`src/rtl/game_display_pkg.sv`:
```
// Shared types and constants for the subtraction-game display back end.
package game_disp_pkg;

  // Glyph codes: 0..9 are the decimal digits themselves.
  localparam logic [3:0] GLYPH_P     = 4'd10;
  localparam logic [3:0] GLYPH_DASH  = 4'd11;
  localparam logic [3:0] GLYPH_E     = 4'd12;
  localparam logic [3:0] GLYPH_BLANK = 4'd13;

  // Segment bus value with every segment (and dp) dark.
  localparam logic [7:0] SEG_OFF = 8'hFF;

  // Anode bus value with every digit disabled.
  localparam logic [3:0] AN_OFF = 4'b1111;

  // Largest pile that can be shown as two decimal digits.
  localparam logic [6:0] PILE_MAX = 7'd99;

  // Digit index; the value is also the anode bit it enables (DIG3 is leftmost).
  typedef enum logic [1:0] {
    DIG0 = 2'd0,
    DIG1 = 2'd1,
    DIG2 = 2'd2,
    DIG3 = 2'd3
  } digit_t;

  // One frame's worth of game-core state.
  typedef struct packed {
    logic       win;
    logic       plr_turn;
    logic [6:0] pile;
    logic [2:0] max_sub;
    logic [2:0] max_add;
    logic       hide;
  } snap_t;

endpackage

```
`src/rtl/game_display_if.sv`:
```
// Game-core state in, segment/anode pins out.
interface game_display_if;

  logic       win;
  logic       plr_turn;
  logic [6:0] pile_size;
  logic [2:0] max_sub;
  logic [2:0] max_add;
  logic       hide;
  logic [7:0] seg;
  logic [3:0] an;

  // Game core side: drives state, may observe the display.
  modport master (
    output win, plr_turn, pile_size, max_sub, max_add, hide,
    input  seg, an
  );

  // Display side: consumes state, drives the pins.
  modport slave (
    input  win, plr_turn, pile_size, max_sub, max_add, hide,
    output seg, an
  );

endinterface

```
`src/rtl/game_display_seg7.sv`:
```
// Glyph code to active-low {g,f,e,d,c,b,a} segment pattern.
module seg7_decode
  import game_disp_pkg::*;
(
  input  logic [3:0] glyph,
  output logic [6:0] segs
);

  // Lookup of the segment pattern for each glyph; unknown codes stay dark.
  always_comb begin
    segs = 7'b1111111;
    case (glyph)
      4'd0:        segs = 7'b1000000;
      4'd1:        segs = 7'b1111001;
      4'd2:        segs = 7'b0100100;
      4'd3:        segs = 7'b0110000;
      4'd4:        segs = 7'b0011001;
      4'd5:        segs = 7'b0010010;
      4'd6:        segs = 7'b0000010;
      4'd7:        segs = 7'b1111000;
      4'd8:        segs = 7'b0000000;
      4'd9:        segs = 7'b0010000;
      GLYPH_P:     segs = 7'b0001100;
      GLYPH_DASH:  segs = 7'b0111111;
      GLYPH_E:     segs = 7'b0000110;
      GLYPH_BLANK: segs = 7'b1111111;
      default:     segs = 7'b1111111;
    endcase
  end

endmodule

```
`src/rtl/game_display.sv`:
```
// Four-digit multiplexed display of the game state with per-frame snapshot,
// hidden-move masking and a blinking winner banner.
module game_display
  import game_disp_pkg::*;
#(
  parameter int SCAN_DIV  = 500,
  parameter int BLINK_DIV = 250000
) (
  input logic           clk_slow,
  input logic           btn_rst,
  game_display_if.slave bus
);

  localparam int SCAN_W  = $clog2(SCAN_DIV);
  localparam int BLINK_W = $clog2(BLINK_DIV);

  logic [SCAN_W-1:0]  scan_cnt_r;
  digit_t             idx_r;
  logic [BLINK_W-1:0] blink_cnt_r;
  logic               blink_on_r;
  logic               load_pending_r;
  snap_t              snap_r;
  logic [3:0]         an_r;
  logic [7:0]         seg_r;

  snap_t      snap_in_s;
  logic       scan_wrap_s;
  logic       frame_wrap_s;
  logic       load_s;
  logic       win_next_s;
  logic       blink_wrap_s;
  logic [3:0] tens_s;
  logic [3:0] ones_s;
  logic [3:0] glyph_s;
  logic       dp_s;
  logic [3:0] an_next_s;
  logic [6:0] segs_s;
  logic [7:0] seg_next_s;

  // Bundle the live inputs into one snapshot-shaped word.
  always_comb begin
    snap_in_s.win      = bus.win;
    snap_in_s.plr_turn = bus.plr_turn;
    snap_in_s.pile     = bus.pile_size;
    snap_in_s.max_sub  = bus.max_sub;
    snap_in_s.max_add  = bus.max_add;
    snap_in_s.hide     = bus.hide;
  end

  assign scan_wrap_s  = (scan_cnt_r == SCAN_W'(SCAN_DIV - 1));
  assign frame_wrap_s = scan_wrap_s && (idx_r == DIG3) && !load_pending_r;
  assign load_s       = load_pending_r || frame_wrap_s;
  assign win_next_s   = load_s ? bus.win : snap_r.win;
  assign blink_wrap_s = (blink_cnt_r == BLINK_W'(BLINK_DIV - 1));

  // Marks the first cycle after reset release, when the snapshot is first taken.
  always_ff @(posedge clk_slow) begin
    if (btn_rst) begin
      load_pending_r <= 1'b1;
    end else begin
      load_pending_r <= 1'b0;
    end
  end

  // Scan counter and digit index; held in the load cycle so slot 0 gets its full width.
  always_ff @(posedge clk_slow) begin
    if (btn_rst || load_pending_r) begin
      scan_cnt_r <= '0;
      idx_r      <= DIG0;
    end else if (scan_wrap_s) begin
      scan_cnt_r <= '0;
      idx_r      <= digit_t'(idx_r + 2'd1);
    end else begin
      scan_cnt_r <= scan_cnt_r + SCAN_W'(1);
    end
  end

  // Snapshot of the game state, refreshed only at frame boundaries so nothing tears.
  always_ff @(posedge clk_slow) begin
    if (btn_rst) begin
      snap_r <= '0;
    end else if (load_s) begin
      snap_r <= snap_in_s;
    end else begin
      snap_r <= snap_r;
    end
  end

  // Blink timer, driven by the post-load win flag; a fresh win always starts visible.
  always_ff @(posedge clk_slow) begin
    if (btn_rst || !win_next_s || !snap_r.win) begin
      blink_cnt_r <= '0;
      blink_on_r  <= 1'b1;
    end else if (blink_wrap_s) begin
      blink_cnt_r <= '0;
      blink_on_r  <= ~blink_on_r;
    end else begin
      blink_cnt_r <= blink_cnt_r + BLINK_W'(1);
    end
  end

  // Pile to tens/ones by comparing against each decade; the highest match wins.
  always_comb begin
    tens_s = 4'd0;
    ones_s = snap_r.pile[3:0];
    for (int t = 1; t <= 9; t++) begin
      if (snap_r.pile >= 7'(t * 10)) begin
        tens_s = 4'(t);
        ones_s = 4'(snap_r.pile - 7'(t * 10));
      end else begin
        // a lower decade was already recorded; nothing to change
      end
    end
  end

  // Mode mux: choose glyph, dp and anode pattern for the current digit slot.
  always_comb begin
    glyph_s   = GLYPH_BLANK;
    dp_s      = 1'b0;
    an_next_s = ~(4'b0001 << idx_r);
    if (snap_r.win) begin
      case (idx_r)
        DIG3:    glyph_s = GLYPH_P;
        DIG2:    glyph_s = snap_r.plr_turn ? 4'd2 : 4'd1;
        default: glyph_s = GLYPH_BLANK;
      endcase
      if (!blink_on_r) begin
        an_next_s = AN_OFF;
      end else begin
        an_next_s = ~(4'b0001 << idx_r);
      end
    end else begin
      case (idx_r)
        DIG3: begin
          glyph_s = {1'b0, snap_r.max_sub};
          dp_s    = !snap_r.plr_turn;
        end
        DIG2: glyph_s = {1'b0, snap_r.max_add};
        DIG1: begin
          if (snap_r.pile > PILE_MAX) begin
            glyph_s = GLYPH_E;
          end else if (snap_r.hide) begin
            glyph_s = GLYPH_DASH;
          end else begin
            glyph_s = tens_s;
          end
        end
        DIG0: begin
          dp_s = snap_r.plr_turn;
          if (snap_r.pile > PILE_MAX) begin
            glyph_s = GLYPH_E;
          end else if (snap_r.hide) begin
            glyph_s = GLYPH_DASH;
          end else begin
            glyph_s = ones_s;
          end
        end
        default: glyph_s = GLYPH_BLANK;
      endcase
    end
  end

  seg7_decode u_seg7 (
    .glyph (glyph_s),
    .segs  (segs_s)
  );

  // Append the active-low decimal point; a dark banner also blanks the segments.
  always_comb begin
    if (an_next_s == AN_OFF) begin
      seg_next_s = SEG_OFF;
    end else begin
      seg_next_s = {~dp_s, segs_s};
    end
  end

  // Output registers; dark during reset and during the snapshot load cycle.
  always_ff @(posedge clk_slow) begin
    if (btn_rst || load_pending_r) begin
      an_r  <= AN_OFF;
      seg_r <= SEG_OFF;
    end else begin
      an_r  <= an_next_s;
      seg_r <= seg_next_s;
    end
  end

  assign bus.an  = an_r;
  assign bus.seg = seg_r;

endmodule

```
`src/flat_wrapper.sv`:
```
// flat-port wrapper written by rule: the top's interface ports become plain ports
module game_display_flat import game_disp_pkg::*;
#(
  parameter int SCAN_DIV  = 500,
  parameter int BLINK_DIV = 250000
)
  (clk_slow, btn_rst, bus_win, bus_plr_turn, bus_pile_size, bus_max_sub, bus_max_add, bus_hide, bus_seg, bus_an);
  game_display_if bus_i ();
  input logic clk_slow;
  input logic btn_rst;
  input wire logic [$bits(bus_i.win)-1:0] bus_win;
  input wire logic [$bits(bus_i.plr_turn)-1:0] bus_plr_turn;
  input wire logic [$bits(bus_i.pile_size)-1:0] bus_pile_size;
  input wire logic [$bits(bus_i.max_sub)-1:0] bus_max_sub;
  input wire logic [$bits(bus_i.max_add)-1:0] bus_max_add;
  input wire logic [$bits(bus_i.hide)-1:0] bus_hide;
  output wire logic [$bits(bus_i.seg)-1:0] bus_seg;
  output wire logic [$bits(bus_i.an)-1:0] bus_an;
  assign bus_i.win = bus_win;
  assign bus_i.plr_turn = bus_plr_turn;
  assign bus_i.pile_size = bus_pile_size;
  assign bus_i.max_sub = bus_max_sub;
  assign bus_i.max_add = bus_max_add;
  assign bus_i.hide = bus_hide;
  assign bus_seg = bus_i.seg;
  assign bus_an = bus_i.an;
  game_display #(.SCAN_DIV(SCAN_DIV), .BLINK_DIV(BLINK_DIV)) u_core (.clk_slow(clk_slow), .btn_rst(btn_rst), .bus(bus_i));
endmodule
```
`config.mk`:
```
export PLATFORM = sky130hd
export DESIGN_NAME = game_display_flat
export DESIGN_NICKNAME = d
export VERILOG_FILES = /design/src/rtl/game_display_pkg.sv /design/src/rtl/game_display_if.sv /design/src/rtl/game_display_seg7.sv /design/src/rtl/game_display.sv /design/src/flat_wrapper.sv
export SDC_FILE = /design/constraint.sdc
export NUM_CORES = 1
export LEC_CHECK = 0
export ABC_CLOCK_PERIOD_IN_PS = 8800
export CAP_MARGIN = 20
export CORE_UTILIZATION = 63
export DETAILED_ROUTE_END_ITERATION = 6
export GPL_TIMING_DRIVEN = 1
export HOLD_SLACK_MARGIN = 0.05
export PLACE_DENSITY = 0.82
export SLEW_MARGIN = 0
export SYNTH_ARGS = -nofsm -noshare
export SYNTH_HDL_FRONTEND = slang
export SYNTH_SLANG_ARGS = --single-unit
export TNS_END_PERCENT = 100
```
`constraint.sdc`:
```
create_clock -name clk_slow -period 8.8 [get_ports clk_slow]
set_input_delay 2.64 -clock clk_slow [delete_from_list [all_inputs] [get_ports clk_slow]]
set_output_delay 2.64 -clock clk_slow [all_outputs]
set_load 0.01 [all_outputs]
```
# --- Word level (Yosys, flattened, before mapping) ---
# Memory sizes are Yosys's and may differ from the RTL's. A register that Yosys moved wholly into a read port is not among the register bits.
# Index checks and enable logic that the tools add are counted.
classes:
  add_sub_neg: 12
  n_lt_le_gt_ge: 10
  eq_ne: 6
  shift: 1
  mux: 32
  bitwise: 3
  n_reduce_logical: 14
op_table:
  columns: ["operator", "count"]
  rows:
  - ["4-bit 2-to-1 mux", 18]
  - ["7-bit by 6-bit >= comparator with 1-bit output (second input constant)", 3]
  - ["7-bit >= comparator (second input constant)", 3]
  - ["4-bit subtractor (second input constant)", 5]
  - ["18-bit by 1-bit adder with 18-bit output (second input constant)", 1]
  - ["18-bit equality test (second input constant)", 1]
  - ["4-bit case mux with 4 select lines", 1]
  - ["7-bit by 5-bit >= comparator with 1-bit output (second input constant)", 2]
  - ["3-bit 2-to-1 mux", 4]
  - ["9-bit by 1-bit adder with 9-bit output (second input constant)", 1]
  - ["9-bit equality test (second input constant)", 1]
  - ["4-bit case mux with 2 select lines", 1]
  - ["4-bit by 3-bit subtractor with 4-bit output (second input constant)", 2]
  - ["7-bit by 4-bit >= comparator with 1-bit output (second input constant)", 1]
  - ["7-bit > comparator (second input constant)", 1]
  - ["2-bit 2-to-1 mux", 3]
  - ["2-bit OR reduction", 3]
  - ["2-bit equality test (second input constant)", 2]
  - ["4-bit equality test (second input constant)", 1]
  - ["1-bit logical NOT", 4]
  - ["1-bit logical OR", 4]
  - ["1-bit 2-to-1 mux", 4]
  - ["4-bit NOT", 1]
  - ["1-bit by 2-bit left shift with 4-bit output (first input constant)", 1]
  - ["8 further kinds", 10]
totals:
  regBits: 59
  romBits: 112
  inputBits: 18
  out_inout_bits: 12
  word_cells: 92
  mem_count: 1
memory_table:
  columns: ["memory", "depth", "word_bits", "read_ports", "rd_clocked_by_memory_dff", "write_ports", "line", "rtl"]
  rows:
  - ["(name not given)", 16, 7, 1, 1, 0, "game_display_seg7.sv:12", "case (glyph)"]

# --- Logic depth before layout (Yosys ltp) ---
# Gate-level depths: netlist (run 1).
depth:
  ltp_word: 14
  mapped_depth: 14
  depth_no_buf: 13

# --- Hierarchy ---
# Synthesis (run 1) repeated with hierarchy kept, for this count alone.
hier_totals:
  cells_unflattened: 404
  area_unflattened_um2: 3485.8
by_module_without_submodules:
  columns: ["mod", "n_inst", "cells_each", "area_per_inst_um2", "seq_area_each_um2"]
  rows:
  - ["game_display", 1, 377, 3243.1, 1181.1]
  - ["seg7_decode", 1, 27, 242.7, 0.0]

# --- Worst setup path before layout (run 1) ---
# Ideal clock, no wire load.
synth_timing:
  kind: "input-to-reg"
  start: "input port btn_rst"
  end: "register u_core.seg_r[4], in the netlist u_core.bus.seg[4]"
  setup_ns: 0.116
  arrival_time_ns: 3.884
  required_time_ns: 8.684
  path_slack_ns: 4.800
  cell_stages: 6
  n_path_buf: 1
  path_cell_list: "clkbuf_1 nor2_1 o21a_1 a21boi_1 o21ai_0 a31o_2"
synth_via:
  elab_chain_len: 2
synth_lines:
  columns: ["element", "line", "rtl"]
  rows:
  - ["start: declaration", "flat_wrapper.sv:10", "input logic btn_rst;"]
  - ["1-bit logical OR", "game_display.sv:179", "if (btn_rst || load_pending_r) begin"]
  - ["2-bit OR reduction (no source line)", null, null]
  - ["end: declaration", "game_display.sv:24", "logic [7:0] seg_r;"]
# No other way between the ends.
# A chain may end at the register's enable or synchronous reset.

# --- Worst setup path after layout (run 1) ---
# Ends and elaborated chain as after synthesis.

==> results.json, run 1 <==
{
  "fp.dieW_um": 76.6,
  "grt_pass1_vias": 2810,
  "drt_iter0_markers": 206,
  "finClkSkew_ns": 0.00887,
  "grt_max_degree": 24,
  "grt-ovfl-total": 0,
  "yosys_register_bits": 59,
  "worstPathMaxFanout": 21,
  "fin_ws_ns": 4.09,
  "hpwl_um": 5230,
  "worstHoldPathType": "flip-flop to flip-flop",
  "drcViolationCount": 0,
  "cts_hold_buf": 0,
  "cellPowerDensity_mw_per_mm2": 165,
  "vias_per_cell": 5.98,
  "rows": 26,
  "core_mm2": 0.00524,
  "grt_pass1_wl_um": 12800,
  "hold_depth": 1,
  "p_total_mw": 0.649,
  "drive_gt1_share_pct": 7.85,
  "cts_tree": "built",
  "fillCellCount": 407,
  "antenna_found_initial": 0,
  "finalCritPeriodShare_pct": 53.5,
  "numCtsBuffers": 9,
  "place_area_mm2": 0.00374,
  "status": "finished, final reports clean",
  "ys_async_sr_fraction_pct": 0,
  "syn_area_per_cell_um2": 8.54,
  "critPathCaptureType": "flip-flop",
  "final_cells": 503,
  "critical-path-slowest-cell": "clkdlybuf4s50_1",
  "met2_length_um": 3650,
  "clk_latency_ns": 0.34,
  "drt-total-wl_um": 7380,
  "cp-start-kind": "input pin",
  "ant_nets": 0,
  "yosys_most_used_dff": "dfxtp_1",
  "grt_use_total_pct": 26.9,
  "crit_type": "input pin to flip-flop",
  "dr.pass1.iters": 5,
  "path_clk_slew_ns": 0.07,
  "synth_warnings": 0,
  "postCtsSetupRepairBufs": 0,
  "routedWlPerCell_um": 14.7,
  "ioPinCount": 30,
  "netlist_instances": 410,
  "clockBufferDepth": 2,
  "slew_violations": 0,
  "reg2reg_depth": 13,
  "cp.required_ns": 9.03,
  "setup_tns_ns": 0,
  "post_cts_resized": 0,
  "maxCapViolCount": 0,
  "fmax_mhz": 212,
  "cts_root_buf": "clkbuf_8",
  "tightest_slew_ns": 0.796,
  "crit_path_start": "btn_rst",
  "finalSetupViolCount": 0,
  "io_buffers": 29,
  "rsz0062_at_grt": "false",
  "hold_violations": 0,
  "hold_start": "u_core.scan_cnt_r[0]",
  "htreeDepth": 3,
  "cts_sinks": 59,
  "die_h_um": 76.6,
  "worstPathCellList": "clkdlybuf4s50_1, nor2_1, o21a_1, a21boi_1, o21ai_0, a31o_2",
  "stdcell_area_mm2": 0.00393,
  "top_layer": "met4",
  "netlist_area_mm2": 0.00350,
  "start_util_pct": 66.9,
  "met1_length_um": 3270,
  "dp_slack_ns": 3.80,
  "layout_min_cycle_time_ns": 4.71,
  "synth_edf_count": 0,
  "final_nets": 464,
  "critPathMaxStageDelay_ns": 0.75,
  "arrival_ns": 4.94,
  "die_area_mm2": 0.00586,
  "place_congestion": 0.962,
  "seq_area_frac_synth_pct": 33.7,
  "r2r-start": "u_core.snap_r[9]",
  "area_growth_pct": 12.2,
  "ir_worst_vdd_mv": 0.129,
  "relSlewSlack_pct": 46.9,
  "synthDistinctLibCells": 69,
  "dpl.cell_count": 487,
  "num_antenna_cells": 0,
  "via_count": 3009,
  "synth_nets": 446,
  "leakagePower_nw": 1.49,
  "wl_met3_um": 348
}
## per-layer routing
metal / track usage [%] / vias to the layer above
met1: 33.0 / 1431
met5: 0 / -
met2: 46.6 / 91
met4: 10.0 / 0
li1: - / 1474
met3: 4.91 / 13
## synth_stat cells, drive strengths merged, types with 3 or more instances
library cell	n	share of area, %
a211oi	3	0.64
a21o	3	0.64
a21oi	19	3.3
a31oi	5	0.89
and2	3	0.54
and3	8	1.6
and4	3	0.75
buf	16	3.5
clkbuf	6	0.64
dfxtp	59	34
ha	18	6.4
inv	21	2.3
mux2i	21	6.0
nand2	36	3.9
nand2b	6	1.1
nand3	14	2.0
nand4	4	0.71
nor2	58	6.2
nor3	6	0.86
nor4	3	1.1
o2111ai	4	1.0
o211ai	5	1.1
o21ai	14	2.0
o21bai	3	0.75
o221ai	3	1.3
o31ai	3	0.64
xnor2	14	3.5
xor2	12	3.0
## kinds of logic after synthesis
kind of cell             count (synthesis)  share of synthesized area (%)
multiplexers                            21                           6.00
buffers and inverters                   43                           6.36
XOR/XNOR                                26                           6.50
AND/OR/NAND/NOR                        162                           23.9
AO/OA/AOI/OAI                           81                           17.1
adder cells (fa/ha/maj)                 18                           6.43
flip-flops                              59                           33.7
## metrics by stage
stage          utilization, %  hold WS, ns
2_1_floorplan               -        0.413
3_3_place_gp             71.4        0.422
3_5_place_dp             71.4        0.450
4_1_cts                  75.1        0.448
5_1_grt                  75.1        0.477
6_report                 75.1        0.444
## worst max-delay path: cells and delay by family
family	cells	cell delay (ns)
AOI/OAI and AO/OA	4	1.25
buffers and inverters	1	0.75
and+or+nand+nor	1	0.29
## sequential cells by signal (all words and copies together), names as in the netlist
signal	cells
u_core.bus.an	4
u_core.load_pending_r	1
u_core.blink_cnt_r	18
u_core.idx_r	2
u_core.bus.seg	8
u_core.scan_cnt_r	9
u_core.snap_r	16
u_core.blink_on_r	1
## power by group
part           internal, mW  switching (mW)
logic                0.0548          0.0627
clock network         0.137           0.104
registers             0.277          0.0133
total                 0.469           0.180
## placed cells by master, fill, tap and decap left out, types with 3 or more instances in the layout
cell type / n
inv_1: 21
o221ai_2: 3
o31ai_1: 3
and3_1: 7
nand2b_1: 6
and4_1: 3
xnor2_1: 14
nor3_1: 6
dfxtp_1: 59
a21o_1: 3
a21oi_1: 16
o2111ai_1: 4
clkdlybuf4s50_1: 29
o21ai_0: 12
clkinv_2: 3
clkbuf_8: 10
nand2_1: 35
xor2_1: 12
o211ai_1: 5
nand4_1: 4
ha_1: 18
a211oi_1: 3
and2_1: 3
a31oi_1: 5
nor2_1: 58
nand3_1: 14
mux2i_1: 21
## final timing paths
kind	slack, ns	endpoint
setup / recovery	4.09	u_core.bus.seg[4]
hold / removal	0.44	u_core.scan_cnt_r[0]
setup reg to reg	4.98	u_core.bus.seg[3]
hold reg to reg	0.44	u_core.scan_cnt_r[0]
## final cells by class
cell class,instances,area [µm²],area share [%]
Multi-Input combinational cell,308,2100,53.4
Sequential cell,59,1180,30.0
Timing Repair Buffer,29,290,7.38
Clock buffer,11,141,3.60
Tap cell,70,87.6,2.23
Inverter,21,78.8,2.01
Clock inverter,5,52.6,1.34
No activity file was read; power rests on OpenSTA's default activity.
==> inputs of run 2 (changes only) <==
ABC_CLOCK_PERIOD_IN_PS = 3800   (was 8800)
CORE_UTILIZATION = 52   (was 63)
PLACE_DENSITY = 0.72   (was 0.82)
clock period = 3.8 ns   (was 8.8 ns; I/O delays follow)
==> results.json, run 2 (same netlist as run 1, synthesis figures left out) <==
{
  "final_cells": 515,
  "critical-path-slowest-cell": "dfxtp_1",
  "hold_slack_ns": 0.440,
  "numCtsBuffers": 9,
  "grt_pass1_wl_um": 13300,
  "top_layer": "met4",
  "post_cts_resized": 0,
  "finalCritPeriodShare_pct": 86.5,
  "status": "finished, violations left",
  "critPathMaxStageDelay_ns": 0.65,
  "ant_nets": 0,
  "core_mm2": 0.00642,
  "drcViolationCount": 2,
  "cts_sinks": 59,
  "start_util_pct": 54.5,
  "largest_reg_flops": 18,
  "p_total_mw": 1.40,
  "routedWlPerCell_um": 14.8,
  "die_h_um": 84.1,
  "final_cell_mix": "59 x dfxtp_1, 58 x nor2_1, 35 x nand2_1",
  "vias_per_cell": 5.72,
  "maxCapViolCount": 0,
  "clk_latency_ns": 0.34,
  "met1_length_um": 3610,
  "hold_start": "u_core.scan_cnt_r[0]",
  "cp-start-kind": "flip-flop",
  "p_sw_share_pct": 29.0,
  "slew_violations": 0,
  "p_sw_mw": 0.406,
  "dp_slack_ns": 0.546,
  "fp.dieW_um": 84.1,
  "cts_hold_buf": 0,
  "drt_iter0_markers": 133,
  "cp_top_family": "compound AO/OA/AOI/OAI gates",
  "hold_violations": 0,
  "r2r-start": "u_core.snap_r[10]",
  "antenna_found_initial": 0,
  "fmax_mhz": 304,
  "drt-total-wl_um": 7600,
  "largest_registers": "u_core.blink_cnt_r: 18 flops, u_core.snap_r: 16 flops, u_core.scan_cnt_r: 9 flops",
  "drive_gt1_share_pct": 8.90,
  "critPathCaptureType": "flip-flop",
  "stdcell_area_mm2": 0.00395,
  "relSlewSlack_pct": 54.0,
  "io_buffers": 29,
  "cts_tree": "built",
  "cts_root_buf": "clkbuf_8",
  "clockBufferDepth": 2,
  "dr.pass1.iters": 6,
  "arrival_ns": 3.47,
  "grt-ovfl-total": 0,
  "grt_max_degree": 21,
  "met2_length_um": 3550,
  "p_seq_share_pct": 47.5,
  "regMostFlops": "u_core.blink_cnt_r",
  "violations": "design-rule violations",
  "place_congestion": 0.961,
  "worstPathCellList": "ha_1, nand4b_1, and3_4, a211oi_1, o221ai_2, xnor2_1, o21ai_0, nor2b_1, inv_1, ha_1, o211ai_1, o211ai_1",
  "num_antenna_cells": 0,
  "place_area_mm2": 0.00380,
  "p_comb_share_pct": 20.1,
  "wl_met3_um": 264,
  "fin_util_pct": 61.4,
  "grt_pass1_vias": 2926,
  "worstHoldPathType": "flip-flop to flip-flop",
  "clkPwrFrac_pct": 32.4,
  "setup_tns_ns": 0,
  "finClkSkew_ns": 0.0128,
  "final_nets": 471,
  "via_count": 2947,
  "p_int_mw": 0.996,
  "worstPathMaxFanout": 15,
  "final_common_cell": "dfxtp_1",
  "layout_min_cycle_time_ns": 3.29,
  "grt_use_total_pct": 23.3,
  "leakagePower_nw": 1.51,
  "htreeDepth": 3,
  "area_growth_pct": 12.6,
  "ir_worst_vdd_mv": 0.257,
  "crit_path_start": "u_core.snap_r[10]",
  "cellPowerDensity_mw_per_mm2": 355,
  "dpl.cell_count": 501,
  "hpwl_um": 5620,
  "critPathBufInv": 1,
  "path_clk_slew_ns": 0.06,
  "finalSetupViolCount": 0,
  "rows": 29,
  "tightest_slew_ns": 0.688,
  "rsz0062_at_grt": "false",
  "postCtsSetupRepairBufs": 0,
  "fin_ws_ns": 0.511,
  "ioPinCount": 30,
  "cp.required_ns": 3.98,
  "die_area_mm2": 0.00707,
  "crit_type": "flip-flop to flip-flop"
}
-- run 2: final timing paths --
| path | end | slack (ns) | cells past startpoint |
|---|---|---|---|
| max | u_core.bus.seg[0] | 0.51 | 12 |
| min | u_core.scan_cnt_r[0] | 0.44 | 1 |
| max reg2reg | u_core.bus.seg[0] | 0.51 | 12 |
| min reg2reg | u_core.scan_cnt_r[0] | 0.44 | 1 |
-- run 2: power by group through the flow --
stage	Clock [mW]	Combinational, mW	Sequential (mW)
after floorplan	0	0.214	0.672
after global placement	0	0.278	0.680
after detailed placement	0	0.280	0.680
after CTS	0.464	0.281	0.666
after global routing	0.495	0.312	0.670
final	0.454	0.282	0.667
-- run 2: final cells by class --
type / count / area, µm²
fill: 601 / 2480
multi-input combinational: 308 / 2100
sequential: 59 / 1180
timing repair buffer: 36 / 343
clock buffer: 10 / 128
tap: 77 / 96.3
inverter: 21 / 78.8
clock inverter: 4 / 20.0
-- run 2: layer usage --
layer  vias to the layer above  global-route usage [%]
li1                       1484                       -
met1                      1378                    29.6
met2                        67                    38.5
met3                        18                    4.85
met4                         0                    9.56
met5                         -                       0
==> inputs of run 3 (changes only) <==
ABC_CLOCK_PERIOD_IN_PS = default   (was 3800)
==> results of run 3 <==
Final layout, timing and power as in run 2 (identical DEF).
